--- config.mk ---
export PLATFORM = sky130hd
export DESIGN_NAME = aes_seq_ctrl
export DESIGN_NICKNAME = d
export VERILOG_FILES = /design/src/rtl/aes_seq_ctrl_pkg.sv /design/src/rtl/aes_seq_ctrl_nibble_loader.sv /design/src/rtl/aes_seq_ctrl.sv
export SDC_FILE = /design/constraint.sdc
export NUM_CORES = 1
export LEC_CHECK = 0
export CORE_MARGIN = 2
export CORE_UTILIZATION = 35
export DETAILED_ROUTE_END_ITERATION = 12
export PLACE_DENSITY = 0.63
export RECOVER_POWER = 50
export SKIP_LAST_GASP = 1
export SYNTH_ARGS = -nofsm -noshare
export SYNTH_HDL_FRONTEND = slang
export SYNTH_SLANG_ARGS = --single-unit
--- constraint.sdc ---
create_clock -name clk -period 4.25 [get_ports clk]
set_input_delay 0.425 -clock clk [delete_from_list [all_inputs] [get_ports clk]]
set_output_delay 0.425 -clock clk [all_outputs]
set_load 0.005 [all_outputs]
--- src/rtl/aes_seq_ctrl_pkg.sv ---
// Shared definitions for the AES-128 sequencing controller: host command codes,
// controller state encoding and default geometry.
package aes_pkg;

  localparam int unsigned BLK_W_DEF   = 128;
  localparam int unsigned NROUNDS_DEF = 10;

  localparam logic [3:0] CMD_LOAD_KEY  = 4'd0;
  localparam logic [3:0] CMD_LOAD_TEXT = 4'd1;
  localparam logic [3:0] CMD_START     = 4'd2;
  localparam logic [3:0] CMD_READ      = 4'd3;
  localparam logic [3:0] CMD_CLEAR     = 4'd4;

  typedef enum logic [2:0] {
    IDLE    = 3'd0,
    INIT    = 3'd1,
    STEP    = 3'd2,
    CAPTURE = 3'd3,
    DONE    = 3'd4
  } state_t;

endpackage

--- src/rtl/aes_seq_ctrl_nibble_loader.sv ---
// MSB-first nibble shift register with a load counter that saturates at one
// full block, so "block complete" survives over-long load sequences.
module aes_nibble_loader #(
  parameter  int unsigned BLK_W = 128,
  localparam int unsigned NIBS  = BLK_W / 4,
  localparam int unsigned CW    = $clog2(NIBS + 1)
) (
  input  logic             clk,
  input  logic             rst,
  input  logic             load,
  input  logic [3:0]       nib,
  output logic [BLK_W-1:0] data,
  output logic [CW-1:0]    cnt
);

  always_ff @(posedge clk) begin
    if (rst) begin
      data <= '0;
      cnt  <= '0;
    end else if (load) begin
      data <= {data[BLK_W-5:0], nib};
      if (cnt != CW'(NIBS)) cnt <= cnt + 1'b1;
    end
  end

endmodule

--- src/rtl/aes_seq_ctrl.sv ---
// Host-side sequencer for an iterative AES-128 round core: nibble loading,
// round request/acknowledge sequencing and byte-wise ciphertext readout.
module aes_seq_ctrl
  import aes_pkg::*;
#(
  parameter int unsigned NROUNDS = NROUNDS_DEF,
  parameter int unsigned BLK_W   = BLK_W_DEF
) (
  input  logic             clk,
  input  logic             rst,
  input  logic [3:0]       in,
  input  logic [3:0]       cs,
  input  logic             in_valid,
  output logic [7:0]       out,
  output logic             out_valid,
  output logic             busy,
  output logic             done,
  output logic [BLK_W-1:0] key_o,
  output logic [BLK_W-1:0] text_o,
  output logic             core_init,
  output logic             core_step,
  output logic [3:0]       core_round,
  output logic             core_final,
  input  logic             core_ack,
  input  logic [BLK_W-1:0] core_result
);

  localparam int unsigned NIBS  = BLK_W / 4;
  localparam int unsigned BYTES = BLK_W / 8;
  localparam int unsigned CW    = $clog2(NIBS + 1);
  localparam int unsigned BCW   = $clog2(BYTES + 1);

  state_t           state;
  logic [3:0]       r;
  logic [BLK_W-1:0] result;
  logic [BLK_W-1:0] shifted;
  logic [BCW-1:0]   bcnt;
  logic [CW-1:0]    kcnt;
  logic [CW-1:0]    tcnt;
  logic             clear;
  logic             loadable;
  logic             load_key;
  logic             load_text;
  logic             start_ok;
  logic             read_ok;
  logic             last_byte;

  always_comb begin
    clear     = in_valid && (cs == CMD_CLEAR);
    loadable  = (state == IDLE) || (state == DONE);
    load_key  = in_valid && (cs == CMD_LOAD_KEY) && loadable;
    load_text = in_valid && (cs == CMD_LOAD_TEXT) && loadable;
    start_ok  = in_valid && (cs == CMD_START) && loadable &&
                (kcnt == CW'(NIBS)) && (tcnt == CW'(NIBS));
    read_ok   = in_valid && (cs == CMD_READ) && (state == DONE) && out_valid;
    last_byte = (bcnt == BCW'(BYTES - 1));
    shifted   = result << 8;
  end

  // CLEAR wipes the loaders exactly like rst, so a following START is refused.
  aes_nibble_loader #(.BLK_W(BLK_W)) u_key_loader (
    .clk  (clk),
    .rst  (rst || clear),
    .load (load_key),
    .nib  (in),
    .data (key_o),
    .cnt  (kcnt)
  );

  aes_nibble_loader #(.BLK_W(BLK_W)) u_text_loader (
    .clk  (clk),
    .rst  (rst || clear),
    .load (load_text),
    .nib  (in),
    .data (text_o),
    .cnt  (tcnt)
  );

  always_comb begin
    busy       = (state == INIT) || (state == STEP) || (state == CAPTURE);
    core_init  = (state == INIT);
    core_step  = (state == STEP);
    core_round = core_step ? r : '0;
    core_final = core_step && (r == 4'(NROUNDS));
  end

  always_ff @(posedge clk) begin
    if (rst || clear) begin
      state     <= IDLE;
      r         <= '0;
      result    <= '0;
      bcnt      <= '0;
      out       <= '0;
      out_valid <= 1'b0;
      done      <= 1'b0;
    end else begin
      case (state)
        IDLE, DONE: begin
          if (start_ok) begin
            state     <= INIT;
            done      <= 1'b0;
            out_valid <= 1'b0;
            out       <= '0;
          end else if (load_key || load_text) begin
            done      <= 1'b0;
            out_valid <= 1'b0;
            out       <= '0;
          end else if (read_ok) begin
            result <= shifted;
            bcnt   <= bcnt + 1'b1;
            if (last_byte) begin
              out_valid <= 1'b0;
              out       <= '0;
            end else begin
              out <= shifted[BLK_W-1 -: 8];
            end
          end
        end
        INIT: begin
          r     <= 4'd1;
          state <= STEP;
        end
        STEP: begin
          if (core_ack) begin
            if (r == 4'(NROUNDS)) begin
              result <= core_result;
              state  <= CAPTURE;
            end else begin
              r <= r + 4'd1;
            end
          end
        end
        CAPTURE: begin
          state     <= DONE;
          done      <= 1'b1;
          out_valid <= 1'b1;
          out       <= result[BLK_W-1 -: 8];
          bcnt      <= '0;
        end
        default: state <= IDLE;
      endcase
    end
  end

endmodule

=== Word level (Yosys, flattened, before mapping) ===
Cells that the tools add are included.

* Register bits: 418
* Input port bits: 140
* Output and inout bits: 274
* Word-level logic and storage cells: 103

* Add/sub/neg operators: 4
* Eq/ne operators: 24
* Multiplexer cells: 31
* Reductions and logical operators: 33

{| class="wikitable"
|+ Operator list
! kind !! count
|-
| $mux W128 || 5
|-
| $pmux W128 S2 || 1
|-
| $mux W8 || 4
|-
| $pmux W8 S2 || 1
|-
| $mux W5 || 3
|-
| $logic_and A1 B1 Y1 || 13
|-
| $add A6 B1 Y6 const B || 2
|-
| $eq A6 B6 Y1 const B || 2
|-
| $mux W4 || 3
|-
| $ne A6 B6 Y1 const B || 2
|-
| $pmux W3 S4 || 1
|-
| $ne A2 B2 Y1 const B || 5
|-
| $pmux W5 S2 || 1
|-
| $mux W3 || 3
|-
| $reduce_and A3 Y1 || 3
|-
| $eq A4 B2 Y1 const B || 2
|-
| $ne A4 B4 Y1 const B || 2
|-
| $pmux W4 S2 || 1
|-
| $reduce_and A2 Y1 || 4
|-
| $eq A3 B2 Y1 const B || 2
|-
| $mux W1 || 6
|-
| $reduce_and A6 Y1 || 1
|-
| $reduce_bool A2 Y1 || 3
|-
| $add A5 B1 Y5 const B || 1
|-
| other kinds (15) || 21
|}

=== Logic depth before layout (Yosys ltp) ===
Gate-level depths: netlist of run 1.

* Depth after elaboration: 8
* Mapped depth: 9
* Depth with buffers taken out: 7

=== Hierarchy ===
From an unflattened synthesis of run 1, not the netlist that was laid out.

* Cells, all modules: 1640
* Area, all modules: 16948.8 um^2

{| class="wikitable"
|+ Modules (own cells, without submodules)
! module !! times used !! cells an instance !! area an instance (um^2) !! sequential area each (um^2)
|-
| aes_nibble_loader || 2 || 452 || 4849.7 || 2682.6
|-
| aes_seq_ctrl || 1 || 736 || 7249.5 || 3002.9
|}

=== Worst setup path after synthesis of run 1 ===
No wires, ideal clock.

* Path type: in2reg
* Start point: input port cs[1]
* End point: register result[100]
* Library setup time: 147 ps
* Arrival time: 1970 ps
* Required time: 4103 ps
* Path slack: 2133 ps
* Stages: 7
* Path buffers: 3
* Cells stage by stage: clkbuf_1 > nand4_2 > nor4_4 > o21bai_4 > buf_2 > buf_4 > a311oi_2

* Longest elaborated chain between the ends: 7
* Elaborated cells between the ends (all ways): 23
* Classes of those cells: eq/ne: 7; reduce/logical: 16

{| class="wikitable"
|+ RTL lines
! element !! RTL line !! text
|-
| from (decl) || aes_seq_ctrl.sv:12 || <nowiki>input logic [3:0] cs,</nowiki>
|-
| $eq A4 B2 Y1 || aes_seq_ctrl.sv:53 || <nowiki>start_ok = in_valid && (cs == CMD_START) && loadable &&</nowiki>
|-
| $logic_and A1 B1 Y1 (3 in a row) || aes_seq_ctrl.sv:53 ||
|-
| $logic_and A1 B1 Y1 || aes_seq_ctrl.sv:54 || <nowiki>(kcnt == CW'(NIBS)) && (tcnt == CW'(NIBS));</nowiki>
|-
| $ne A2 B2 Y1 (no source line) || n/a ||
|-
| $reduce_and A6 Y1 (no source line) || n/a ||
|-
| to (signal assigned) || aes_seq_ctrl.sv:109 || <nowiki>result <= shifted;</nowiki>
|-
| to (signal assigned) || aes_seq_ctrl.sv:126 || <nowiki>result <= core_result;</nowiki>
|-
| to (decl) || aes_seq_ctrl.sv:35 || <nowiki>logic [BLK_W-1:0] result;</nowiki>
|}

Parallel ways exist; a longest one is shown, timed or not.
A chain may end at the register's enable or synchronous reset.

=== Final worst setup path of run 1 ===
* Start point: input port cs[1]
* End point: register u_key_loader.data[83]

* Longest elaborated chain between the ends: 3
* Elaborated cells between the ends (all ways): 6
* Classes of those cells: eq/ne: 1; reduce/logical: 5

{| class="wikitable"
|+ RTL lines
! element !! RTL line !! text
|-
| $eq A4 B3 Y1 or $logic_not A4 Y1 (tied branches) || aes_seq_ctrl.sv:49, aes_seq_ctrl.sv:51 ||
|-
| $logic_and A1 B1 Y1, on equally long branches || aes_seq_ctrl.sv:49, aes_seq_ctrl.sv:51 ||
|-
| $logic_or A1 B1 Y1 or $logic_and A1 B1 Y1 (tied branches) || aes_seq_ctrl.sv:63, aes_seq_ctrl.sv:51 ||
|-
| to (signal assigned) || aes_seq_ctrl_nibble_loader.sv:21 || <nowiki>data <= {data[BLK_W-5:0], nib};</nowiki>
|-
| to (decl) || aes_seq_ctrl_nibble_loader.sv:12 || <nowiki>output logic [BLK_W-1:0] data,</nowiki>
|}

Parallel ways exist; a longest one is shown, timed or not.

==> results.toml, run 1 <==
[status]
outcome = "finished with violations"
violations = "capacitance limit, slew limit"

[setup_path]
critical_path_class = "primary input to flip-flop"
cpLargestDelayFamily = "buffers and inverters"
crit_arrival_ps = 3950
critical_path_buf_inv_count = 2
cp_data_required_time_ps = 4600
endpoint_kind = "flip-flop"
slowest_delay_ps = 1320
worst_setup_path_start_kind = "primary input"
cp_slowest_cell = "buf_2"
path_cells = "dlygate4sd3_1 -> nor2_1 -> a31o_4 -> buf_2 -> a21oi_1"
crit_fanout = 90

[synthesis]
synthTopCellsByArea = "dfxtp_1 51%, nand2_1 17%, a21oi_1 8.3%"
synth.avg_cell_area_um2 = 8.168
netlist_top_cells_count = "763 x nand2_1, 418 x dfxtp_1, 272 x a21oi_1, 144 x nor2_1, 125 x clkbuf_1"
synth_cells = 2008
ys_seq_area_share_pct = 51.02
yosysMostFrequentCell = "nand2_1"
yosysTopAreaCell = "dfxtp_1"
ys_types = 48
synth_top_area_share_pct = 51.02
syn_nets = 2156
synth-main-ff-cell = "dfxtp_1"
postSynth.asyncResetShare_pct = 0
yosys_warnings = 0
netlist_area_mm2 = 0.01640
ys_ff_latch = 418
synth-edff-count = 0

[global_route]
grt_max_degree = 135
antenna_found_initial = 3
grt_pass1_vias = 13600
grt_overflow = 0
grt_pass1_wl_um = 73340
grt_usage_pct = 18.67

[placement]
io_buffers = 413
dp_hpwl_um = 32790
post-place-ws_ps = 706.4
place_area_mm2 = 0.02089
place.gp.congestion = 0.8037

[final_layout]
final_nets = 2471
regArea_mm2 = 0.008368
n_fill_cell = 4446
drive_gt1_share_pct = 7.473
finish.instance_area_mm2 = 0.02229
multi_input_area_mm2 = 0.007291
syn2layout_area_growth_pct = 35.93

[power]
power.net_switching_mw = 1.734
p_per_area_mw_per_mm2 = 364.1
p_leak_nw = 7.721
power_mw = 8.117
p_clk_share_pct = 48.0
ir_drop_v = 0.0002969
swShare_pct = 21.37
p_int_mw = 6.383
comb_power_share_pct = 3.6
pwr-share-seq_pct = 48.3

[clocking]
clk_pin_slew_ps = 60
cts.path.max_buffers = 3
cts_sinks = 418
post_cts_buffers = 0
numCtsBuffers = 45
clock_latency_ps = 560
cts_tree = "yes"
h-tree-depth = 2
clockRootBuffer = "clkbuf_16"
holdBufCountCts = 0
post_cts_resized = 0

[floorplanning]
row_count = 79
core_mm2 = 0.04636
die_x_um = 220.5
num_io_pins = 414
die-area_mm2 = 0.04861
initial_utilization_pct = 35.38
die_h_um = 220.5

[flow_run]
maxCapViolCount = 1

[sta]
hold_violations = 0
layout_worst_path_cycle_share_pct = 84.82
fmax_ghz = 0.2774
setup_viol = 0
setup_tns_ps = 0
min_period_ps = 3605
tightest_slew_ps = 1710
fin_ws_ps = 645.2
grt_setup_unrepaired = "no"
clock_skew_ps = 19.42
whs_ps = 450.0
slew_headroom_pct = -14.02
maxSlewViolCount = 91

[min_path]
min_path_type = "primary input to flip-flop"

[drt]
wl_per_cell_um = 16.09
avgViaCountPerCell = 5.011
antenna_left = 0
dr.pass1.iters = 5
drc_errors = 0
vias = 14850
drt_iter0_drc = 1244
wirelength_um = 47680
==> layer usage <==
layer,wire length [um],share of wire (%),GRT usage (%),vias up
li1,-,-,-,7374
met1,20890,44,24.71,6979
met2,22410,47,30.43,414
met3,3210,6.7,3.780,77
met4,1148,2.4,6.130,4
met5,23,0.048,0,-
==> area by class of cell <==
type	count	area share, %
Clock buffer	66	5.719
Antenna cell	1	0.01122
Clock inverter	13	0.8026
Sequential cell	418	37.54
Tap cell	607	3.407
Multi-Input combinational cell	1417	32.70
Inverter	9	0.1571
Timing Repair Buffer	432	19.67
==> stage by stage <==
step | cells | utilization (%)
floorplan | 2008 | -
global placement | 2883 | 45.05
detailed placement | 2883 | 45.05
CTS | 2962 | 48.19
global route | 2962 | 48.09
finish | 2963 | 48.09
==> state kept, by name, indices dropped and copies added (netlist names) <==
name and cells:
bcnt 5, done 1, out 8, out_valid 1, r 4, result 128
state 3, u_key_loader.cnt 6, u_key_loader.data 128, u_text_loader.cnt 6, u_text_loader.data 128
==> cell families (layout without fill, tap and decap cells) <==
family | count (synthesis) | after routing | share of synthesized area (%)
compound gates | 430 | 430 | 19.67
xor+xnor | 12 | 12 | 0.6409
fa+ha+maj | 8 | 8 | 0.6103
buf+inv | 173 | 520 | 4.707
flops | 418 | 418 | 51.02
mux | 2 | 2 | 0.1221
other cells | 0 | 1 | 0
simple gates | 965 | 965 | 23.23
==> cells in the final DEF (no fill, tap or decap), drive strengths merged, types with 3 or more instances in the layout <==
cell type and n:
nand2b 4, and3 3, nand4b 8, ha 8, a21oi 272, clkbuf 67
nand4 7, a311oi 120, bufinv 4, dfxtp 418, o221ai 8, nand3 11
o21ai 3, nor2 144, nor3 6, xor2 9, clkinv 6, clkdlybuf4s50 146
a22oi 8, a22o 8, buf 18, nand2 763, nor2b 4, dlygate4sd3 267
and2 4, inv 11, xnor2 3
==> worst min-delay path, stage by stage <==
cell and delay, ps:
clkdlybuf4s50_1 390, nand2_1 60, a311oi_1 70
==> worst paths after layout <==
path / depth (start not counted) / slack [ps] / start / end
max reg2reg: 6 / 830 / state[0]$_SDFFE_PP0P_ / u_text_loader.data[68]$_SDFFE_PP0P_
max: 5 / 650 / cs[1] / u_key_loader.data[83]$_SDFFE_PP0P_
min: 3 / 450 / core_result[49] / result[49]$_SDFFE_PP0P_
min reg2reg: 2 / 460 / u_text_loader.data[124]$_SDFFE_PP0P_ / u_text_loader.data[124]$_SDFFE_PP0P_
==> power by group through the flow <==
| stage | Combinational [mW] | Sequential (mW) | Clock [mW] |
|---|---|---|---|
| 2_1_floorplan | 0.108 | 4.01 | 0 |
| 6_report | 0.295 | 3.92 | 3.90 |
| 3_5_place_dp | 0.300 | 4.01 | 0 |
| 3_3_place_gp | 0.300 | 4.01 | 0 |
| 5_1_grt | 0.315 | 3.92 | 4.17 |
| 4_1_cts | 0.301 | 3.92 | 4.01 |
Power figures use the tool's default switching activity.
==> run 2: changes to the inputs <==
- clock period: 4.25 -> 3.5 ns (I/O delays scaled with it)
==> results.toml, run 2 (same netlist as run 1, synthesis figures left out) <==
[clocking]
post_cts_resized = 0
holdBufCountCts = 0
h-tree-depth = 2
clockRootBuffer = "clkbuf_16"
cts_tree = "yes"
clk_pin_slew_ps = 60
cts_sinks = 418
cts.path.max_buffers = 3
clock_latency_ps = 570
post_cts_buffers = 0
numCtsBuffers = 46

[sta]
layout_worst_path_cycle_share_pct = 87.74
slew_headroom_pct = 5.380
hold_violations = 0
grt_setup_unrepaired = "no"
tightest_slew_ps = 1419
fmax_ghz = 0.3256
setup_tns_ps = 0
min_period_ps = 3071
clock_skew_ps = 16.64
maxSlewViolCount = 0
whs_ps = 371.2
setup_viol = 0
fin_ws_ps = 428.9

[placement]
dp_hpwl_um = 32410
place_area_mm2 = 0.02091
place.gp.congestion = 0.8321
io_buffers = 413
post-place-ws_ps = 490.7

[final_layout]
syn2layout_area_growth_pct = 36.44
n_fill_cell = 4447
final_common_cell = "nand2_1"
top_regs = "result (128), u_key_loader.data (128), u_text_loader.data (128)"
finish.instance_area_mm2 = 0.02238
final_cell_mix = "762 x nand2_1, 418 x dfxtp_1, 272 x a21oi_1"
drive_gt1_share_pct = 7.705
final_nets = 2477

[flow_run]
maxCapViolCount = 0

[power]
ir_drop_v = 0.0002939
power_mw = 9.974
p_per_area_mw_per_mm2 = 445.7
p_leak_nw = 7.750

[global_route]
grt_pass1_wl_um = 71950
grt_usage_pct = 18.41
antenna_found_initial = 2
grt_max_degree = 182
grt_pass1_vias = 13520
grt_overflow = 0

[drt]
avgViaCountPerCell = 4.939
drt_iter0_drc = 1064
dr.pass1.iters = 5
wirelength_um = 47230
vias = 14670
wl_per_cell_um = 15.90
antenna_left = 0
drc_errors = 0

[setup_path]
crit_fanout = 181
critical_path_class = "primary input to flip-flop"
cp_data_required_time_ps = 3870
crit_arrival_ps = 3440
endpoint_kind = "flip-flop"
worst_setup_path_start_kind = "primary input"

[floorplanning]
num_io_pins = 414
die_x_um = 220.5
row_count = 79
core_mm2 = 0.04636
initial_utilization_pct = 35.38
die-area_mm2 = 0.04861
die_h_um = 220.5

[min_path]
min_path_type = "primary input to flip-flop"

[status]
outcome = "finished, final reports clean"
==> run 2: cell count changes in the layout (fill, tap and decap cells not counted), sizes merged <==
cell | previous run | this run
clkinvlp | 1 | 5
buf | 18 | 21
clkbuf | 67 | 65
bufinv | 4 | 5
clkinv | 6 | 7
diode | 1 | 2
==> run 2: stage by stage <==
step                      instances  util (%)
after floorplan                2008         -
after global placement         2888     45.11
after detailed placement       2888     45.11
after CTS                      2969     48.36
after global routing           2969     48.26
final                          2971     48.27
==> run 2: path summary, 6_finish.rpt <==
| kind | from | endpoint | slack (ps) | depth (start not counted) |
|---|---|---|---|---|
| max reg2reg | state[0]$_SDFFE_PP0P_ | u_text_loader.data[108]$_SDFFE_PP0P_ | 620 | 5 |
| max | cs[1] | u_text_loader.data[123]$_SDFFE_PP0P_ | 430 | 6 |
| min reg2reg | u_text_loader.data[3]$_SDFFE_PP0P_ | u_text_loader.data[7]$_SDFFE_PP0P_ | 450 | 2 |
| min | core_result[64] | result[64]$_SDFFE_PP0P_ | 370 | 3 |
==> run 2: critical path, cell delays in order <==
cell	delay, ps
dlygate4sd3_1	570
clkbuf_1	290
nor2_1	370
a31o_1	570
buf_6	930
a21oi_1	90
==> run 2: where the power goes <==
part | switching (mW) | leakage [nW] | internal, mW
Combinational | 0.182 | 3.66 | 0.168
Sequential | 0.00289 | 3.37 | 4.76
Clock | 1.97 | 0.721 | 2.89
==> run 2: area by class of cell <==
cell class,count,area (um^2),share of cell area (%)
antenna,2,5.005,0.02237
clock buffer,62,1251,5.591
clock inverter,19,255.2,1.141
inverter,9,35.03,0.1566
multi-input combinational,1417,7283,32.55
sequential,418,8368,37.39
tap,607,759.5,3.394
timing repair buffer,437,4420,19.75
==> run 2: routing by layer <==
metal	wire length [um]	part of all wire, %	track usage, %	up-vias
met5	0	0	0	-
met4	904	1.9	5.235	0
met3	3193	6.8	4.082	52
met2	22300	47	30.32	397
met1	20840	44	24.18	6855
li1	-	-	-	7370
